===== config.mk =====
export PLATFORM = sky130hd
export DESIGN_NAME = uart_rx
export DESIGN_NICKNAME = d
export VERILOG_FILES = /design/src/rtl/uart_rx.sv
export SDC_FILE = /design/constraint.sdc
export NUM_CORES = 1
export LEC_CHECK = 0
export CORE_AREA = 3 3 55 70
export CTS_CLUSTER_DIAMETER = 100
export DETAILED_ROUTE_END_ITERATION = 7
export DIE_AREA = 0 0 58 73
export HOLD_SLACK_MARGIN = 0.05
export PLACE_DENSITY_LB_ADDON = 0.15
export RECOVER_POWER = 25
export REMOVE_ABC_BUFFERS = 1
export SLEW_MARGIN = 5
export SYNTH_ARGS = -nofsm -noshare
export SYNTH_HDL_FRONTEND = slang
export SYNTH_SLANG_ARGS = --single-unit
export TNS_END_PERCENT = 1

===== constraint.sdc =====
create_clock -name clk_25mhz -period 4.26 [get_ports clk_25mhz]
set_input_delay 0.852 -clock clk_25mhz [delete_from_list [all_inputs] [get_ports clk_25mhz]]
set_output_delay 0.852 -clock clk_25mhz [all_outputs]
set_load 0.01 [all_outputs]

===== src/rtl/uart_rx.sv =====
// uart_rx: 8N1 serial receiver with one-entry valid/ready holding register.
// Define UART_RX_PARITY_EN for 8E1 framing (even parity bit between data and stop).
module uart_rx #(
    parameter int CLKS_PER_BIT = 2604
) (
    input  logic       clk_25mhz,
    input  logic       reset_n,
    input  logic       ftdi_rxd,
    output logic [7:0] rx_data,
    output logic       rx_valid,
    input  logic       rx_ready,
    output logic       rx_frame_err,
    output logic       rx_parity_err,
    output logic       rx_overrun,
    output logic [7:0] led
);
    localparam int CW = $clog2(CLKS_PER_BIT);
    localparam logic [CW-1:0] MID  = CW'(CLKS_PER_BIT / 2 - 1);
    localparam logic [CW-1:0] LAST = CW'(CLKS_PER_BIT - 1);

`ifdef UART_RX_PARITY_EN
    typedef enum logic [2:0] {IDLE, START, DATA, PARITY, STOP, BREAK} state_t;
`else
    typedef enum logic [2:0] {IDLE, START, DATA, STOP, BREAK} state_t;
`endif

    state_t        state_q, state_d;
    logic [1:0]    sync_q;
    logic          rxd_s;
    logic [CW-1:0] cnt_q, cnt_d;
    logic [2:0]    bit_q, bit_d;
    logic [7:0]    shift_q, shift_d;
    logic          mid, tick, stop_tick, par_bad;
    logic [7:0]    rx_data_q, rx_data_d;
    logic [7:0]    led_q, led_d;
    logic          rx_valid_q, rx_valid_d;
    logic          frame_err_q, frame_err_d;
    logic          overrun_q, overrun_d;

`ifdef UART_RX_PARITY_EN
    logic          par_err_q, par_err_d;
    logic          parity_err_q, parity_err_d;
    assign par_bad       = par_err_q;
    assign rx_parity_err = parity_err_q;
`else
    assign par_bad       = 1'b0;
    assign rx_parity_err = 1'b0;
`endif

    assign rxd_s     = sync_q[1];
    assign mid       = cnt_q == MID;
    assign tick      = cnt_q == LAST;
    assign stop_tick = state_q == STOP && tick;

    // Two-flop synchronizer; resets to idle-high so reset never looks like a start edge
    always_ff @(posedge clk_25mhz or negedge reset_n) begin
        if (!reset_n) sync_q <= 2'b11;
        else          sync_q <= {sync_q[0], ftdi_rxd};
    end

    // Frame-tracking state: FSM state, baud counter, bit index, shift register
    always_ff @(posedge clk_25mhz or negedge reset_n) begin
        if (!reset_n) begin
            state_q   <= IDLE;
            cnt_q     <= '0;
            bit_q     <= '0;
            shift_q   <= '0;
`ifdef UART_RX_PARITY_EN
            par_err_q <= 1'b0;
`endif
        end else begin
            state_q   <= state_d;
            cnt_q     <= cnt_d;
            bit_q     <= bit_d;
            shift_q   <= shift_d;
`ifdef UART_RX_PARITY_EN
            par_err_q <= par_err_d;
`endif
        end
    end

    // Next state; counter restarts on every state entry so each state times from its own start
    always_comb begin
        state_d   = state_q;
        bit_d     = bit_q;
        shift_d   = shift_q;
`ifdef UART_RX_PARITY_EN
        par_err_d = par_err_q;
`endif
        case (state_q)
            IDLE:  state_d = rxd_s ? IDLE : START;
            START: begin
                if (mid) begin
                    state_d = rxd_s ? IDLE : DATA;
                    bit_d   = '0;
                end
            end
            DATA: begin
                if (tick) begin
                    shift_d = {rxd_s, shift_q[7:1]};
                    bit_d   = bit_q + 3'd1;
`ifdef UART_RX_PARITY_EN
                    state_d = (bit_q == 3'd7) ? PARITY : DATA;
`else
                    state_d = (bit_q == 3'd7) ? STOP : DATA;
`endif
                end
            end
`ifdef UART_RX_PARITY_EN
            PARITY: begin
                if (tick) begin
                    par_err_d = rxd_s ^ (^shift_q);
                    state_d   = STOP;
                end
            end
`endif
            STOP:    state_d = tick ? (rxd_s ? IDLE : BREAK) : STOP;
            BREAK:   state_d = rxd_s ? IDLE : BREAK;
            default: state_d = IDLE;
        endcase
        cnt_d = (state_q == IDLE || state_d != state_q || tick) ? '0 : cnt_q + CW'(1);
    end

    // Commit logic: frame error beats parity beats overrun, one flag per failed frame
    always_comb begin
        rx_valid_d   = rx_valid_q && !rx_ready;
        rx_data_d    = rx_data_q;
        led_d        = led_q;
        frame_err_d  = stop_tick && !rxd_s;
        overrun_d    = 1'b0;
`ifdef UART_RX_PARITY_EN
        parity_err_d = stop_tick && rxd_s && par_bad;
`endif
        if (stop_tick && rxd_s && !par_bad) begin
            if (!rx_valid_q || rx_ready) begin
                rx_data_d  = shift_q;
                led_d      = shift_q;
                rx_valid_d = 1'b1;
            end else begin
                overrun_d  = 1'b1;
            end
        end
    end

    // Holding register and registered status pulses
    always_ff @(posedge clk_25mhz or negedge reset_n) begin
        if (!reset_n) begin
            rx_data_q    <= '0;
            led_q        <= '0;
            rx_valid_q   <= 1'b0;
            frame_err_q  <= 1'b0;
            overrun_q    <= 1'b0;
`ifdef UART_RX_PARITY_EN
            parity_err_q <= 1'b0;
`endif
        end else begin
            rx_data_q    <= rx_data_d;
            led_q        <= led_d;
            rx_valid_q   <= rx_valid_d;
            frame_err_q  <= frame_err_d;
            overrun_q    <= overrun_d;
`ifdef UART_RX_PARITY_EN
            parity_err_q <= parity_err_d;
`endif
        end
    end

    assign rx_data      = rx_data_q;
    assign led          = led_q;
    assign rx_valid     = rx_valid_q;
    assign rx_frame_err = frame_err_q;
    assign rx_overrun   = overrun_q;
endmodule


==> flow_summary.toml, run 1 <==
[critical_path]
required_ps = 4380
cp_slowest_stage_delay_ps = 870
cp.arrival_ps = 2570
cp_max_fo = 12
timing.critical_path.cells = "inv_1, ha_1, nor4bb_1, nand4_1, o211ai_1, nor2_1"
crit_type = "flop to flop"
end_kind = "flop"
slowest_stage = "o211ai_1"
start_kind = "flop"

[outcome]
status = "finished, violations left"
violations = "capacitance limit, slew limit"

[clock_tree]
holdBufCountCts = 0
clk_latency_ps = 280
cts_resized = 0
numCtsBuffers = 5
cts_tree = "built"
clk_pin_slew_worst_paths_ps = 70
cts_sinks = 39
htreeDepth = 2
cts_root_buf = "clkbuf_8"
clockBufferDepth = 2
post_cts_buffers = 0

[drt]
wl_per_cell_um = 15.91
drt_wl_total_mm = 3.437
detail-route-antenna-nets = 0
num_vias = 1240
dr.pass1.iters = 4
vias_per_cell = 5.741
drc = 0
drt_first_iter_violations = 57

[sta]
max_slew_margin_pct = -31.79
max_freq_ghz = 0.4083
finalSetupViolCount = 0
finalSetupTns_ps = 0
rsz0062_at_grt = "false"
worst_clock_skew_ps = 5.542
worst_pin_slew_ps = 1977
fin_crit_sh_pct = 57.49
final_max_slew_viol_count = 40
min_period_ps = 2449
hold_viol = 0

[yosys]
synth_seq_area_share_pct = 52.59
synth_warnings = 0
synth_top_area_cell = "dfrtp_1"
syn_area_mm2 = 0.001861
synth-seq-cells = 39
synth_cell_types = 39
yosys-top-cells-area = "dfrtp_1, mux2_2, buf_4, xor2_1, a211oi_1"
synth_top_area_share_pct = 49.76
syn_area_per_cell_um2 = 11.48
yosysMostFrequentCell = "dfrtp_1"
synth-edff-count = 0
async_flop_share_pct = 100.0
synth_ff_type = "dfrtp_1"
syn_inst = 162
synth_top_cells_by_count = "dfrtp_1, mux2_2, nor2_1, buf_4, nand2_1"

[finish]
syn_to_final_growth_pct = 15.80
fillers = 267
final_layout_size_suffix_gt1_share_pct = 17.32
final_util_pct = 66.85
instances_no_fill = 216
multi_input_comb_area_um2 = 775.7
final_cell_area_mm2 = 0.002155
diodes = 0
regArea_um2 = 978.4
fin_nets = 186

[pwr]
seqPwrFrac_pct = 53.7
swShare_pct = 18.84
p_comb_share_pct = 1.4
clkPwrFrac_pct = 44.8
power_density_mw_per_mm2 = 322.0
power.net_switching_w = 0.0001307
ir_drop_v = 0.0002888
intPower_w = 0.0005630
p_leak_nw = 0.9499

[die]
die_area_mm2 = 0.004234
placementRows = 23
die_x_um = 58
ioPinCount = 24
fp.dieH_um = 73
start_util_pct = 57.73
core_mm2 = 0.003223

[global_route]
grt_usage_pct = 18.40
grt_overflow_total = 0
antenna_found_initial = 0
grt_max_degree = 40
grt_pass1_wl_mm = 5.858
grt_pass1_vias = 1290

[placed_design]
hpwl_mm = 2.444
globalplace.congestion = 0.7918
dp_cells = 208
place_area_mm2 = 0.002038
port_buffers = 22

[hold_path]
min_path_type = "flop to flop"

[run]
maxCapViolCount = 1
-- critical path, delay by kind of cell, from the launching register on --
family / cells / cell delay (ps)
compound gates: 1 / 870
fa+ha+maj: 1 / 120
buf+inv: 1 / 70
flops: 1 / 410
simple gates: 3 / 810
-- worst paths after layout --
kind / cells after the start / endpoint / start / slack, ps
min in group asynchronous: 1 / cnt_q[10] / reset_n / 1110
worst max-delay path: 6 / cnt_q[7] / cnt_q[1] / 1810
worst max register to register: 6 / cnt_q[7] / cnt_q[1] / 1810
worst min register to register: 0 / sync_q[1] / sync_q[0] / 360
worst min-delay path: 0 / sync_q[1] / sync_q[0] / 360
max in group asynchronous: 1 / led[5] / reset_n / 2000
-- layout by cell type (no fill, tap or decap), types with 2 or more instances in the layout --
cell type         n
nand3_1           7
nand2b_1          2
and4bb_2          2
a211oi_1          7
and4_1            2
dfstp_2           2
a21oi_1           3
nand2_1           9
nor4bb_1          2
clkbuf_8          6
o21ai_1           2
nand4_1           4
o21ai_0           6
xnor2_1           2
inv_1             6
nor2_1           10
nor3b_1           4
mux2_2           15
clkdlybuf4s50_1  20
dfrtp_1          37
xor2_1            7
ha_1              4
-- registers in the layout (all words and copies together) (netlist names) --
name,flops
bit_q,3
cnt_q,12
led,8
rx_frame_err,1
rx_overrun,1
rx_valid,1
shift_q,8
state_q,3
sync_q,2
-- per-stage QoR --
stage               hold slack, ps  power [W]  setup WS (ps)
global placement             346.2  0.0003904           1765
floorplan                    345.2  0.0003809           2308
detailed placement           350.9  0.0003907           1720
CTS                          362.1  0.0007039           1748
global route                 365.1  0.0007212           1521
finish                       361.4  0.0006937           1811
-- cells by family (layout without fill, tap and decap cells) --
group / after synthesis / in the layout / synth area share [%]
adders and majority gates: 4 / 4 / 2.690
DFF: 39 / 39 / 52.59
xor gates and xnor gates: 9 / 9 / 4.237
other: 1 / 1 / 0.2016
buffers and inverters: 19 / 36 / 5.716
muxes: 15 / 15 / 9.079
AOI/OAI and AO/OA: 24 / 24 / 8.340
and+or+nand+nor: 51 / 51 / 17.15
-- routing by layer --
| metal | wire length (µm) | vias to the layer above | global-route usage [%] |
|---|---|---|---|
| met5 | 0 | - | 0 |
| met4 | 34 | 0 | 7.990 |
| met3 | 79 | 5 | 4.425 |
| met2 | 1855 | 21 | 32.66 |
| met1 | 1468 | 615 | 20.69 |
| li1 | - | 599 | - |
-- final cells by class --
cell class / instances / share of cell area [%]
Inverter: 6 / 1.045
Multi-Input combinational cell: 104 / 36.00
Timing Repair Buffer: 22 / 9.930
Clock inverter: 2 / 1.626
Sequential cell: 39 / 45.41
Clock buffer: 6 / 3.833
Tap cell: 37 / 2.149
-- power groups by stage --
stage	Sequential, W	Clock [W]	Combinational, W
2_1_floorplan	0.000380	0	0.00000122
3_3_place_gp	0.000380	0	0.0000106
3_5_place_dp	0.000380	0	0.0000109
4_1_cts	0.000373	0.000320	0.0000109
5_1_grt	0.000373	0.000337	0.0000116
6_report	0.000373	0.000311	0.00000981
(Power assumes the default switching activity.)
==> run 2: changes to the inputs <==
--- a/config.mk
+++ b/config.mk
@@ -5,10 +5,10 @@
 export SDC_FILE = /design/constraint.sdc
 export NUM_CORES = 1
 export LEC_CHECK = 0
-export CORE_AREA = 3 3 55 70
+export CORE_AREA = 3 3 57 72
 export CTS_CLUSTER_DIAMETER = 100
 export DETAILED_ROUTE_END_ITERATION = 7
-export DIE_AREA = 0 0 58 73
+export DIE_AREA = 0 0 60 75
 export HOLD_SLACK_MARGIN = 0.05
 export PLACE_DENSITY_LB_ADDON = 0.15
 export RECOVER_POWER = 25
==> constraint.sdc (replaced) <==
create_clock -name clk_25mhz -period 2.3 [get_ports clk_25mhz]
set_input_delay 0.46 -clock clk_25mhz [delete_from_list [all_inputs] [get_ports clk_25mhz]]
set_output_delay 0.46 -clock clk_25mhz [all_outputs]
set_load 0.01 [all_outputs]
==> run 2 against run 1 <==
Net effect:
- the run now ends clean
- clock power rose by 51%
- sequential share of layout area fell by 0.18 points
- sequential power up 85%
- count of clock-buffer cells in the layout is 1 lower
- routed wire length rose by 2.9%
- via count increased by 2.2%
- fmax increased by 21%
- design area rose by 0.41%
- global-route usage increased by 0.34 points
- final cell count increased by 2.8%
- flip-flop and latch count did not move
- clock skew up 0.91 ps
- critical path type unchanged
- largest cell class unchanged
==> flow_summary.toml, run 2 (synthesis results as in run 1) <==
[sta]
final_max_slew_viol_count = 0
finalSetupViolCount = 0
worst_pin_slew_ps = 839.5
max_freq_ghz = 0.4929
min_period_ps = 2029
worst_clock_skew_ps = 6.454
fin_crit_sh_pct = 88.20
max_slew_margin_pct = 44.03
rsz0062_at_grt = "false"
hold_viol = 0
finalSetupTns_ps = 0
whs_ps = 266.0
worst_slack_ps = 271.4

[clock_tree]
clk_latency_ps = 300
clk_pin_slew_worst_paths_ps = 80
htreeDepth = 2
cts_resized = 0
cts_sinks = 39
numCtsBuffers = 5
clockBufferDepth = 2
post_cts_buffers = 0
cts_root_buf = "clkbuf_8"
cts_tree = "built"
holdBufCountCts = 0

[finish]
multi_input_comb_area_um2 = 775.7
fin_nets = 190
diodes = 0
largest_reg_flops = 12
final_common_cell = "dfrtp_1"
regMostFlops = "cnt_q"
final_layout_size_suffix_gt1_share_pct = 19.67
mostFrequentLayoutCells = "dfrtp_1, clkdlybuf4s50_1, mux2_2"
fillers = 282
regArea_um2 = 978.4
syn_to_final_growth_pct = 16.27

[global_route]
grt_pass1_vias = 1365
grt_usage_pct = 18.74
grt_pass1_wl_mm = 6.182
antenna_found_initial = 0
grt_max_degree = 40
grt_overflow_total = 0

[die]
fp.dieH_um = 75
placementRows = 24
ioPinCount = 24
die_area_mm2 = 0.004500
core_mm2 = 0.003483
die_x_um = 60
start_util_pct = 53.41

[critical_path]
cp_max_fo = 8
slowest_stage = "dfrtp_1"
required_ps = 2480
cp_slowest_stage_delay_ps = 420
cp_num_buf_inv = 1
crit_type = "flop to flop"
timing.critical_path.cells = "ha_1, and4bb_2, nand3_2, nor4b_4, buf_4, mux2_2"
end_kind = "flop"
start_kind = "flop"
r2r_slack_ps = 270
critPathTopFamily = "simple AND/OR/NAND/NOR gates"
cp.arrival_ps = 2210

[drt]
vias_per_cell = 5.707
dr.pass1.iters = 4
num_vias = 1267
drt_wl_total_mm = 3.536
drt_first_iter_violations = 52
wl_per_cell_um = 15.93
detail-route-antenna-nets = 0
drc = 0

[pwr]
p_total_w = 0.001180
power_density_mw_per_mm2 = 545.4
ir_drop_v = 0.0004626
p_leak_nw = 0.9515

[placed_design]
pre_cts_ws_ps = 275.4
port_buffers = 22
globalplace.congestion = 0.8523
hpwl_mm = 2.547

[outcome]
status = "finished clean"

[hold_path]
min_path_type = "input port to asynchronous set/reset pin"

[run]
maxCapViolCount = 0
## run 2: cell count changes in the layout (fill, tap and decap cells not counted)
cell	change
bufinv_16	-1
clkbuf_1	-1
clkinv_2	-1
clkinvlp_4	+2
clkbuf_8	-1
buf_4	+4
buf_2	+1
inv_6	+1
## run 2: layer usage
layer | track usage (%) | up-vias | wire [µm]
met5 | 0 | - | 0
met3 | 5.317 | 11 | 109
li1 | - | 603 | -
met2 | 33.05 | 26 | 1921
met4 | 9.606 | 0 | 99
met1 | 20.07 | 627 | 1404
## run 2: layout make-up
type                            count  share of cell area [%]
Inverter                            6                   1.041
Sequential cell                    39                   45.23
Tap cell                           39                   2.256
Timing Repair Buffer               26                   11.34
Multi-Input combinational cell    104                   35.86
Clock inverter                      3                   1.099
Clock buffer                        5                   3.181
## run 2: path summary, 6_finish.rpt
path / from / end / depth (start not counted)
min reg2reg: sync_q[0] / sync_q[1] / 0
max: cnt_q[0] / led[1] / 6
max reg2reg: cnt_q[0] / led[1] / 6
min in group clk_25mhz: sync_q[0] / sync_q[1] / 0
min: reset_n / cnt_q[9] / 1
max in group asynchronous: reset_n / cnt_q[10] / 1
## run 2: where the power goes
part | switching (W) | internal [W] | total (W)
logic | 0.0000152 | 0.00000366 | 0.0000189
registers | 0.00000207 | 0.000688 | 0.000690
clock network | 0.000254 | 0.000217 | 0.000471
## run 2: worst reg2reg max path: stages (launching register included)
cell	delay, ps
dfrtp_1	420
ha_1	240
and4bb_2	260
nand3_2	160
nor4b_4	280
buf_4	210
mux2_2	350
## run 2: stage by stage
| stage | cell area (µm²) | instances | util, % |
|---|---|---|---|
| 6_report | 2163 | 222 | 62.10 |
| 5_1_grt | 2163 | 222 | 62.10 |
| 4_1_cts | 2163 | 222 | 62.10 |
| 3_5_place_dp | 2071 | 214 | 59.45 |
| 3_3_place_gp | 2071 | 214 | 59.45 |
| 2_1_floorplan | 1777 | 149 | - |
==> run 3: changes to the inputs <==
--- a/config.mk
+++ b/config.mk
@@ -9,6 +9,7 @@
 export CTS_CLUSTER_DIAMETER = 100
 export DETAILED_ROUTE_END_ITERATION = 7
 export DIE_AREA = 0 0 60 75
+export GPL_ROUTABILITY_DRIVEN = 0
 export HOLD_SLACK_MARGIN = 0.05
 export PLACE_DENSITY_LB_ADDON = 0.15
 export RECOVER_POWER = 25
==> results of run 3 <==
Same layout as run 2: the final DEF is identical, and so are final timing and power.
